### config.mk
export PLATFORM = sky130hd
export DESIGN_NAME = seg7_scan_decoder
export DESIGN_NICKNAME = d
export VERILOG_FILES = /design/src/rtl/seg7_pkg.sv /design/src/rtl/seg7_pattern_decode.sv /design/src/rtl/seg7_scan_decoder.sv
export SDC_FILE = /design/constraint.sdc
export NUM_CORES = 1
export LEC_CHECK = 0
export BUFFER_PORTS_ARGS = -buffer_cell sky130_fd_sc_hd__buf_2
export CORE_MARGIN = 4
export CORE_UTILIZATION = 50
export DETAILED_ROUTE_END_ITERATION = 8
export HOLD_SLACK_MARGIN = 0.12
export PLACE_DENSITY = 0.67
export SYNTH_ARGS = -nofsm -noshare
export SYNTH_HDL_FRONTEND = slang
export SYNTH_HIERARCHICAL = 1
export SYNTH_SLANG_ARGS = --single-unit
### constraint.sdc
create_clock -name clk -period 5.2 [get_ports clk]
set_input_delay 0.78 -clock clk [delete_from_list [all_inputs] [get_ports clk]]
set_output_delay 0.78 -clock clk [all_outputs]
set_load 0.01 [all_outputs]
### src/rtl/seg7_pkg.sv
// Shared 7-segment definitions for the scan driver (encode) and scan decoder (decode).
// Patterns are active-low, bit6=g .. bit0=a. Keeping both tables on these constants
// means encode and decode cannot drift apart.
package seg7_pkg;

  localparam int unsigned NUM_DIGITS       = 4;
  localparam int unsigned DP_DIGIT_DEFAULT = 2;

  typedef logic [6:0] seg_t;
  typedef logic [3:0] nib_t;

  localparam seg_t SEG_0     = 7'b1000000;
  localparam seg_t SEG_1     = 7'b1111001;
  localparam seg_t SEG_2     = 7'b0100100;
  localparam seg_t SEG_3     = 7'b0110000;
  localparam seg_t SEG_4     = 7'b0011001;
  localparam seg_t SEG_5     = 7'b0010010;
  localparam seg_t SEG_6     = 7'b0000010;
  localparam seg_t SEG_7     = 7'b1111000;
  localparam seg_t SEG_8     = 7'b0000000;
  localparam seg_t SEG_9     = 7'b0010000;
  localparam seg_t SEG_DASH  = 7'b0111111;  // nibble A
  localparam seg_t SEG_BLANK = 7'b1111111;  // nibble B
  localparam seg_t SEG_C     = 7'b1110111;  // nibble C

endpackage

### src/rtl/seg7_pattern_decode.sv
// Combinational segment-pattern to nibble decoder.
// Ports:
//   seg  in  7  active-low segment pattern, bit6=g .. bit0=a
//   nib  out 4  decoded nibble; F for any pattern not in the table
//   bad  out 1  pattern not in the table
module seg7_pattern_decode
  import seg7_pkg::*;
(
  input  logic [6:0] seg,
  output logic [3:0] nib,
  output logic       bad
);

  always_comb begin
    nib = 4'hF;
    bad = 1'b0;
    case (seg)
      SEG_0:     nib = 4'h0;
      SEG_1:     nib = 4'h1;
      SEG_2:     nib = 4'h2;
      SEG_3:     nib = 4'h3;
      SEG_4:     nib = 4'h4;
      SEG_5:     nib = 4'h5;
      SEG_6:     nib = 4'h6;
      SEG_7:     nib = 4'h7;
      SEG_8:     nib = 4'h8;
      SEG_9:     nib = 4'h9;
      SEG_DASH:  nib = 4'hA;
      SEG_BLANK: nib = 4'hB;
      SEG_C:     nib = 4'hC;
      default:   bad = 1'b1;
    endcase
  end

endmodule

### src/rtl/seg7_scan_decoder.sv
// Snoops a multiplexed 4-digit 7-segment bus and rebuilds the 16-bit value displayed.
// Ports:
//   clk        in   1   system clock
//   clr        in   1   asynchronous active-high reset
//   a_to_g     in   7   segment lines, active-low, bit6=g .. bit0=a
//   an         in   4   digit anodes, active-low
//   dp         in   1   dot line, active-low
//   x          out  16  reconstructed value, x[4i+3:4i] = digit i
//   valid      out  1   x holds a complete frame and no timeout since
//   frame_done out  1   one-cycle pulse when x updates
//   dec_err    out  1   sticky: captured segment pattern not decodable
//   dp_err     out  1   sticky: dot level wrong for captured digit
//   an_err     out  1   sticky: several anodes low in a settled sample
module seg7_scan_decoder
  import seg7_pkg::*;
#(
  parameter int unsigned SETTLE_CYCLES = 4,
  parameter int unsigned DP_DIGIT      = DP_DIGIT_DEFAULT,
  parameter int unsigned TIMEOUT_W     = 20
) (
  input  logic        clk,
  input  logic        clr,
  input  logic [6:0]  a_to_g,
  input  logic [3:0]  an,
  input  logic        dp,
  output logic [15:0] x,
  output logic        valid,
  output logic        frame_done,
  output logic        dec_err,
  output logic        dp_err,
  output logic        an_err
);

  localparam int unsigned CntW = $clog2(SETTLE_CYCLES + 1);
  localparam int unsigned IdxW = $clog2(NUM_DIGITS);
  // Synchronizers reset to an idle (blanked) bus so the reset value never settles as a
  // multi-anode sample.
  localparam logic [11:0] SmpIdle = {4'hF, 1'b1, SEG_BLANK};

  logic [11:0]           sync1_q, smp_q, prev_q;
  logic [CntW-1:0]       stab_cnt_q, stab_cnt_d;
  logic [15:0]           shadow_q, shadow_d, x_q, x_d;
  logic [NUM_DIGITS-1:0] seen_q, seen_d;
  logic [TIMEOUT_W-1:0]  tmo_cnt_q, tmo_cnt_d;
  logic                  valid_q, valid_d, frame_done_q, frame_done_d;
  logic                  dec_err_q, dec_err_d, dp_err_q, dp_err_d, an_err_q, an_err_d;

  logic [3:0]      an_low;
  logic            an_one, an_multi, settled, complete, timeout, bad;
  logic [3:0]      nib;
  logic [IdxW-1:0] idx;

  seg7_pattern_decode u_decode (
    .seg (smp_q[6:0]),
    .nib (nib),
    .bad (bad)
  );

  assign an_low   = ~smp_q[11:8];
  assign an_one   = (an_low != 4'd0) && ((an_low & (an_low - 4'd1)) == 4'd0);
  assign an_multi = (an_low != 4'd0) && !an_one;

  always_comb begin
    idx = '0;
    for (int i = NUM_DIGITS - 1; i >= 0; i--) begin
      if (an_low[i]) idx = IdxW'(i);
    end
  end

  always_comb begin
    if (smp_q != prev_q) begin
      stab_cnt_d = '0;
    end else if (stab_cnt_q == CntW'(SETTLE_CYCLES)) begin
      stab_cnt_d = stab_cnt_q;
    end else begin
      stab_cnt_d = stab_cnt_q + 1'b1;
    end
  end

  // Counter passes through SETTLE_CYCLES-1 once per dwell, giving one capture per dwell.
  assign settled  = (stab_cnt_d == CntW'(SETTLE_CYCLES - 1));
  // seen only reaches all-ones via a capture, and is cleared on the following edge.
  assign complete = &seen_q;
  assign timeout  = (tmo_cnt_q == '1);

  always_comb begin
    shadow_d     = shadow_q;
    seen_d       = seen_q;
    x_d          = x_q;
    valid_d      = valid_q;
    frame_done_d = 1'b0;
    tmo_cnt_d    = tmo_cnt_q + 1'b1;
    dec_err_d    = dec_err_q;
    dp_err_d     = dp_err_q;
    an_err_d     = an_err_q;

    if (complete) begin
      x_d          = shadow_q;
      valid_d      = 1'b1;
      frame_done_d = 1'b1;
      seen_d       = '0;
      tmo_cnt_d    = '0;
    end else if (timeout) begin
      valid_d = 1'b0;
      seen_d  = '0;
    end

    if (settled) begin
      if (an_one) begin
        shadow_d[{idx, 2'b00} +: 4] = nib;
        seen_d[idx] = 1'b1;
        if (bad) dec_err_d = 1'b1;
        if ((smp_q[7] == 1'b0) != (idx == IdxW'(DP_DIGIT))) dp_err_d = 1'b1;
      end else if (an_multi) begin
        an_err_d = 1'b1;
      end
    end
  end

  always_ff @(posedge clk or posedge clr) begin
    if (clr) begin
      sync1_q      <= SmpIdle;
      smp_q        <= SmpIdle;
      prev_q       <= SmpIdle;
      stab_cnt_q   <= '0;
      shadow_q     <= '0;
      seen_q       <= '0;
      x_q          <= '0;
      valid_q      <= 1'b0;
      frame_done_q <= 1'b0;
      tmo_cnt_q    <= '0;
      dec_err_q    <= 1'b0;
      dp_err_q     <= 1'b0;
      an_err_q     <= 1'b0;
    end else begin
      sync1_q      <= {an, dp, a_to_g};
      smp_q        <= sync1_q;
      prev_q       <= smp_q;
      stab_cnt_q   <= stab_cnt_d;
      shadow_q     <= shadow_d;
      seen_q       <= seen_d;
      x_q          <= x_d;
      valid_q      <= valid_d;
      frame_done_q <= frame_done_d;
      tmo_cnt_q    <= tmo_cnt_d;
      dec_err_q    <= dec_err_d;
      dp_err_q     <= dp_err_d;
      an_err_q     <= an_err_d;
    end
  end

  assign x          = x_q;
  assign valid      = valid_q;
  assign frame_done = frame_done_q;
  assign dec_err    = dec_err_q;
  assign dp_err     = dp_err_q;
  assign an_err     = an_err_q;

endmodule

==> results.py <==
metrics = {
    "die": {
        "core_area_mm2": 0.00830,
        "ioPinCount": 35,
        "dieArea_mm2": 0.0102,
        "die_h_um": 101,
        "die_w_um": 101,
        "core.rowCount": 33,
        "start_util_pct": 51.9,
    },
    "logic_synthesis": {
        "synth_area_leaders": "dfrtp_1, dfstp_2, nand2_1, xnor2_1, mux2i_1",
        "synth-edff-count": 0,
        "avgSynthCellArea_um2": 11.3,
        "synth_ff_type": "dfrtp_1",
        "synth_seq_area_share_pct": 59.1,
        "syn_area_mm2": 0.00431,
        "ys_ff_latch": 100,
        "ys_types": 55,
        "yosys.area.top_type": "dfrtp_1",
        "synthesis.nets": 407,
        "synthDominantCellAreaShare_pct": 37.2,
        "synth_warnings": 6,
        "synthCells": 383,
        "synthArstFlopShare_pct": 100,
    },
    "global_route": {
        "overflow": 0,
        "antenna_found_initial": 0,
        "grt_pass1_vias": 2674,
        "grt_usage_pct": 15.8,
        "grt_pass1_wl_mm": 12.7,
        "grt_max_degree": 52,
    },
    "detailed_routing": {
        "drt_iter0_drc": 136,
        "route.vias.total": 2724,
        "ant_nets": 0,
        "routed_wl_mm": 7.17,
        "via_per_inst": 5.19,
        "remaining_drc_errors": 0,
        "wire_per_inst_um": 13.7,
        "dr.pass1.iters": 4,
    },
    "sta": {
        "post-route-period-util_pct": 43.9,
        "fin_setup_tns_ns": 0,
        "worst_pin_slew_ns": 0.966,
        "fmax_mhz": 438,
        "finalHoldViolCount": 0,
        "period_needed_ns": 2.28,
        "drv_slew": 0,
        "rsz0062_at_grt": "false",
        "maxSlewHeadroom_pct": 35.0,
        "setup_viol": 0,
        "skew_ns": 0.0105,
        "whs_ns": 0.360,
    },
    "final_layout": {
        "area_growth_pct": 10.9,
        "multi_input_area_mm2": 0.00160,
        "ff_latch_area_mm2": 0.00255,
        "antenna_cells": 0,
        "fill_cells": 700,
        "drive_gt1_share_pct": 23.6,
        "final_util_pct": 57.6,
        "fin_nets": 439,
    },
    "setup_path": {
        "cp.arrival_ns": 2.53,
        "max_stage_delay_ns": 0.44,
        "critPathKind": "flop to flop",
        "path_depth": 6,
        "reg2reg_depth": 6,
        "crit_path_end_kind": "flop",
        "cp_num_buf_inv": 0,
        "crit_slowest_cell": "dfrtp_1",
        "crit_chain": "ha_1 -> or2_2 -> a211oi_1 -> nor4b_4 -> nand3_1 -> mux2i_1",
        "start_kind": "flop",
        "critical_path.max_fanout": 6,
        "worstPathRequired_ns": 5.45,
        "crit_family": "simple AND/OR/NAND/NOR gates",
    },
    "pwr": {
        "p_per_area_mw_per_mm2": 292,
        "ir_worst_vdd_mv": 0.185,
        "leakagePower_uw": 0.00228,
    },
    "cts": {
        "cts_resized": 0,
        "tritoncts": "yes",
        "h-tree-depth": 3,
        "cts.sinks": 100,
        "cts_setup_buffers": 0,
        "insertion_delay_ns": 0.37,
        "cts.path.max_buffers": 2,
        "cts.reportedPaths.clkPinSlew_ns": 0.10,
        "cts_root_buf": "clkbuf_8",
        "cts_hold_buf": 0,
        "tritoncts.num_buffers": 9,
    },
    "outcome": {
        "status": "complete, no violations",
    },
    "hold_path": {
        "holdPathStages": 0,
        "hold_class": "flop to flop",
    },
    "placement": {
        "gp_congestion": 0.757,
        "hpwl_mm": 4.90,
        "port-buffer-count": 34,
    },
    "flow_run": {
        "maxCapViolations": 0,
    },
}
[area by class of cell]
cell class,count,share of cell area [%]
clock buffer,10,3.12
timing repair buffer,36,4.03
clock inverter,6,1.31
sequential,100,53.3
multi-input combinational,243,33.5
inverter,25,2.02
tap,105,2.75
[kinds of logic after synthesis]
kind of cell,synth area share [%]
AO/OA/AOI/OAI,7.70
multiplexers,3.72
AND/OR/NAND/NOR,15.7
adder cells (fa/ha/maj),3.14
flip-flops,59.1
buffers and inverters,3.77
XOR/XNOR,6.91
[routing by layer]
layer,GRT usage [%],vias to the layer above,routed length [um]
li1,-,1338,-
met1,21.5,1331,3390
met2,24.1,40,3360
met3,3.39,15,274
met4,7.36,0,146
met5,0,-,0
[worst reg2reg max path, delay by kind of cell, from the launching register on]
kind	cells	cell delay (ns)
compound gates	1	0.24
fa+ha+maj	1	0.24
simple gates	3	1.06
mux	1	0.20
flops	1	0.44
[report_power, final]
part | switching, uW | internal (uW)
Clock | 291 | 216
Combinational | 38.7 | 24.9
Sequential | 19.0 | 803
[registers in the layout (all words and copies together) (netlist names), 3 cells and up]
name,count
x,16
seen_q,4
sync1_q,12
tmo_cnt_q,20
smp_q,12
prev_q,12
shadow_q,16
stab_cnt_q,3
[path summary, 6_finish.rpt]
check / from / endpoint / slack (ns)
hold reg to reg: sync1_q[6] / smp_q[6] / 0.36
hold / removal: sync1_q[6] / smp_q[6] / 0.36
setup / recovery: stab_cnt_q[0] / shadow_q[15] / 2.92
max in group asynchronous: clr / dp_err / 3.71
min in group asynchronous: clr / tmo_cnt_q[15] / 0.47
setup reg to reg: stab_cnt_q[0] / shadow_q[15] / 2.92
[cells in the mapped netlist (all sizes together), types with 3 or more instances]
| cell type | count |
|---|---|
| xnor2 | 21 |
| nand4 | 8 |
| nand2b | 3 |
| mux2i | 16 |
| a22o | 3 |
| xor2 | 13 |
| buf | 8 |
| nor2 | 33 |
| dfstp | 36 |
| and3 | 3 |
| and2 | 3 |
| nand2 | 51 |
| o21ai | 19 |
| inv | 25 |
| nand3 | 18 |
| clkbuf | 7 |
| ha | 10 |
| a21o | 3 |
| nor3 | 4 |
| dfrtp | 64 |
[stage by stage]
step	total power (uW)	instance area, um2	worst slack, ns	instances
2_1_floorplan	882	4310	1.86	383
3_3_place_gp	899	4550	2.58	508
3_5_place_dp	902	4550	2.40	508
4_1_cts	1410	4760	2.36	524
5_1_grt	1460	4780	2.66	525
6_report	1390	4780	2.92	525
[cell usage in the layout (no fill, tap or decap), types with 2 or more instances in the layout]
cell type	instances
nand2b_1	3
clkinv_4	2
dfstp_2	36
a21oi_1	2
a211oi_1	2
buf_2	34
inv_1	24
and4_1	2
nor3_1	4
xor2_1	13
clkbuf_8	9
dfrtp_1	64
xnor2_1	21
and2_1	2
inv_6	2
ha_1	10
a22o_1	3
and3_1	3
nand4_1	8
nand3_1	17
nor4_1	2
mux2i_1	16
nand2_1	51
a21o_1	3
o21ai_0	17
o21ai_1	2
nor2_1	33
(Power assumes the default switching activity.)
